`src/rtl/fir_shift_pkg.sv`:
```
// Shared constants for the power-of-two shift FIR family (interpolator and receive chain).
// Holds the tap shift set, default widths and the interpolator phase state encoding.
package fir_shift_pkg;

    localparam int S0 = 5;
    localparam int S1 = 4;
    localparam int S2 = 3;
    localparam int S3 = 2;
    localparam int S4 = 1;

    localparam int DW_DEF = 8;
    localparam int OW_DEF = 10;

    typedef enum logic [1:0] {
        IDLE = 2'd0,
        EVEN = 2'd1,
        ODD  = 2'd2
    } state_t;

endpackage

```
`src/rtl/fir_phase_sum.sv`:
```
// Combinational polyphase adder: the even phase uses taps S0/S2/S4, the odd phase S1/S3.
// Operands are zero-extended to OW before summing, which cannot overflow at DW=8, OW=10.
module fir_phase_sum
    import fir_shift_pkg::*;
#(
    parameter int DW = DW_DEF,
    parameter int OW = OW_DEF
) (
    input  logic [DW-1:0] a,
    input  logic [DW-1:0] b,
    input  logic [DW-1:0] c,
    input  logic          phase,
    output logic [OW-1:0] sum
);

    logic [OW-1:0] even_sum;
    logic [OW-1:0] odd_sum;

    always_comb begin
        even_sum = OW'(a >> S0) + OW'(b >> S2) + OW'(c >> S4);
        odd_sum  = OW'(a >> S1) + OW'(b >> S3);
        sum      = phase ? odd_sum : even_sum;
    end

endmodule

```
`src/rtl/fir_interp2.sv`:
```
// Factor-2 interpolating shift FIR: one input sample yields an even then an odd output.
//   state | meaning
//   IDLE  | no output pending, ready for a new sample
//   EVEN  | even-phase output presented
//   ODD   | odd-phase output presented, may accept a new sample on handshake
module fir_interp2
    import fir_shift_pkg::*;
#(
    parameter int DW = DW_DEF,
    parameter int OW = OW_DEF
) (
    input  logic          clk,
    input  logic          rst,
    input  logic [DW-1:0] in_data,
    input  logic          in_valid,
    output logic          in_ready,
    output logic [OW-1:0] out_data,
    output logic          out_valid,
    input  logic          out_ready
);

    state_t        state, state_nxt;
    logic [DW-1:0] h0, h1, h2;
    logic [DW-1:0] sa, sb, sc;
    logic          sphase;
    logic [OW-1:0] sum;
    logic          accept;
    logic          even_hs;

    assign in_ready  = (state == IDLE) || (state == ODD && out_ready);
    assign out_valid = (state == EVEN) || (state == ODD);
    assign accept    = in_valid && in_ready;
    assign even_hs   = (state == EVEN) && out_ready;

    // On accept the adder sees the history as it will be after the shift.
    always_comb begin
        sa     = h0;
        sb     = h1;
        sc     = h2;
        sphase = 1'b1;
        if (accept) begin
            sa     = in_data;
            sb     = h0;
            sc     = h1;
            sphase = 1'b0;
        end
    end

    fir_phase_sum #(.DW(DW), .OW(OW)) u_sum (
        .a     (sa),
        .b     (sb),
        .c     (sc),
        .phase (sphase),
        .sum   (sum)
    );

    always_comb begin
        state_nxt = state;
        case (state)
            IDLE:    if (accept) state_nxt = EVEN;
            EVEN:    if (out_ready) state_nxt = ODD;
            ODD:     if (out_ready) state_nxt = accept ? EVEN : IDLE;
            default: state_nxt = IDLE;
        endcase
    end

    always_ff @(posedge clk) begin
        if (rst) begin
            state    <= IDLE;
            h0       <= '0;
            h1       <= '0;
            h2       <= '0;
            out_data <= '0;
        end else begin
            state <= state_nxt;
            if (accept) begin
                h2       <= h1;
                h1       <= h0;
                h0       <= in_data;
                out_data <= sum;
            end else if (even_hs) begin
                out_data <= sum;
            end
        end
    end

endmodule

```
`config.mk`:
```
export PLATFORM = sky130hd
export DESIGN_NAME = fir_interp2
export DESIGN_NICKNAME = d
export VERILOG_FILES = /design/src/rtl/fir_shift_pkg.sv /design/src/rtl/fir_phase_sum.sv /design/src/rtl/fir_interp2.sv
export SDC_FILE = /design/constraint.sdc
export NUM_CORES = 1
export LEC_CHECK = 0
export CORE_UTILIZATION = 62
export CTS_CLUSTER_SIZE = 30
export DETAILED_ROUTE_END_ITERATION = 7
export PLACE_DENSITY = 0.91
export SYNTH_ARGS = -nofsm -noshare
export SYNTH_HDL_FRONTEND = slang
export SYNTH_HIERARCHICAL = 1
export SYNTH_SLANG_ARGS = --single-unit
```
`constraint.sdc`:
```
create_clock -name clk -period 7.9 [get_ports clk]
set_clock_uncertainty 0.2 [all_clocks]
set_input_delay 2.37 -clock clk [delete_from_list [all_inputs] [get_ports clk]]
set_output_delay 2.37 -clock clk [all_outputs]
set_load 0.02 [all_outputs]
```
==> metrics.yaml <==
run_status:
  run_status: "finished, final reports clean"
die:
  die_outline_area_mm2: 0.00400
  fp.dieW_um: 63.3
  area_inside_the_core_boundary_mm2: 0.00347
  die_y_um: 63.3
  floorplan.rows: 21
  effective_utilization_at_floorplan: 0.671
  floorplan.io_pins: 24
pwr:
  share_clk_of_total_power: 0.273
  total_power_w: 0.000481
  switching_share: 0.339
  switchingPower_w: 0.000163
  cell_internal_pwr_w: 0.000318
  leakage_nw: 1.12
  sequential_fraction_of_design_power: 0.390
  power-per-cell-area_mw_per_mm2: 186
  peakVddDrop_mv: 0.132
  comb_power_share: 0.337
critical_path:
  worst-setup-path-type: "input port to output port"
  worst-endpoint-arrival_ns: 3.83
  crit_path_max_fanout: 9
  worst_r2r_startpoint: "state[0]"
  setup.worst_path.start_class: "input port"
  worstSetupEndpointType: "output port"
  data_required_time_of_the_worst_path_ns: 5.33
  r2r_slack_ns: 3.53
  crit-reg2reg-capture: "out_data[5]"
  ff2ff_path_depth: 15
timing:
  unrepaired_setup_endpoints_after_global_routing: "no"
  worst_hold_slack_ns: 0.276
  finalCriticalPeriod_ns: 6.40
  fin_crit_sh: 0.810
  slew_viol_final: 0
  setup-violations-final: 0
  final_hold_viol_count: 0
  total_neg_setup_slack_ns: 0
  achievable_frequency_mhz: 156
route:
  drt-pass1-iter-count: 4
  antenna_violating_nets_post_route: 0
  drt_iter0_drc: 61
  routedWlPerCell_um: 14.7
  routed_wirelength_um: 4320
  drcViolationCount: 0
  detail_route.vias_per_cell: 5.54
  dr_total_vias: 1622
global_routing:
  grt_usage: 0.242
  grt_start_max_net_pins: 53
  grt_pass1_vias: 1670
  grt_pass1_wl_um: 7390
  grt-ovfl-total: 0
  antenna_found_initial: 0
worst_hold_path:
  hold_depth: 2
  holdCritPathClass: "flip-flop to flip-flop"
  hold_start: "h2[3]"
  hold_path_end: "h2[3]"
cts:
  cts.reportedPaths.clkPinSlew_ns: 0.07
  postCtsSetupBuffers: 0
  clk_latency_ns: 0.29
  tritoncts.num_buffers: 5
  postCtsHoldBufs: 0
  tritoncts: "built"
  clockBufferDepth: 2
  ctsRootBufferMaster: "clkbuf_8"
  clock-sinks: 33
  postCtsResizedCells: 0
  h-tree-depth: 2
logic_synthesis:
  synthCells: 231
  syn-mean-instance-area_um2: 10.1
  post_synth_instance_area_mm2: 0.00233
  warning_count_from_the_yosys_run: 6
flow_run:
  max_cap_viol_count: 0
layout:
  antenna_cells_inserted: 0
  final_util: 0.745
  share_of_post_route_cells_with_drive_strength_above_1: 0.142
  finalNetCount: 279
  final_cell_area_mm2: 0.00258
  area_growth_pct: 11.0
placed_design:
  io_buffer_count: 22
  cell_area_after_placement_mm2: 0.00249
  dp.final_hpwl_um: 3030
  routability_congestion_estimate: 0.784
==> worst max-delay path, stage by stage <==
cell and delay, ns:
clkdlybuf4s50_1 0.51, a21o_1 0.29, clkdlybuf4s50_1 0.66
==> worst max path at each step <==
stage	startpoint	end	cells after the start
6_report	out_ready	in_ready	3
5_1_grt	out_ready	in_ready	3
4_1_cts	out_ready	in_ready	3
3_5_place_dp	out_ready	out_data[5]	14
3_3_place_gp	out_ready	out_data[5]	14
2_1_floorplan	out_ready	out_data[5]	16
==> state kept, by name, indices dropped and copies added (netlist names) <==
signal and cells:
h0 7, h1 7, h2 7, out_data 10, state 2
==> layout by cell type, fill, tap and decap left out, types with 2 or more instances in the layout <==
cell / count
inv_1: 10
mux2_2: 7
nand3_1: 3
nand2b_1: 43
a21o_1: 4
fa_1: 5
buf_4: 2
clkinvlp_4: 3
nor2_1: 3
nand4b_1: 7
xnor2_1: 4
or3_1: 2
clkdlybuf4s50_1: 22
nand2_1: 4
dfxtp_1: 33
ha_1: 16
o21ba_2: 2
clkbuf_8: 5
o21bai_1: 2
mux2_4: 11
o32ai_1: 2
xor2_1: 2
mux2i_1: 26
conb_1: 2
o21ai_0: 10
a21oi_1: 5
==> metal layers <==
metal,vias up,part of all wire,GRT usage
met5,-,0,0
met1,763,0.44,0.256
met2,30,0.52,0.446
met3,7,0.027,0.0670
li1,822,-,-
met4,0,0.013,0.102
==> power groups by stage <==
stage                     clock (W)  combinational (W)  sequential [W]
after detailed placement          0           0.000161        0.000192
final                      0.000132           0.000162        0.000188
after global routing       0.000140           0.000178        0.000190
after CTS                  0.000134           0.000162        0.000188
after global placement            0           0.000155        0.000191
after floorplan                   0           0.000126        0.000197
==> through the flow <==
stage	setup WS (ns)	instances
final	1.50	293
after global routing	1.45	293
after CTS	1.49	293
after detailed placement	1.42	285
after global placement	1.50	285
after floorplan	2.30	232
==> layout make-up <==
class | count | area, µm²
Sequential cell | 33 | 661
Clock buffer | 5 | 68.8
Fill cell | 278 | 883
Timing Repair Buffer | 24 | 235
Tap cell | 46 | 57.6
Multi-Input combinational cell | 171 | 1500
Inverter | 11 | 43.8
Clock inverter | 3 | 22.5
Note: power is estimated with default switching activity, not from simulation.
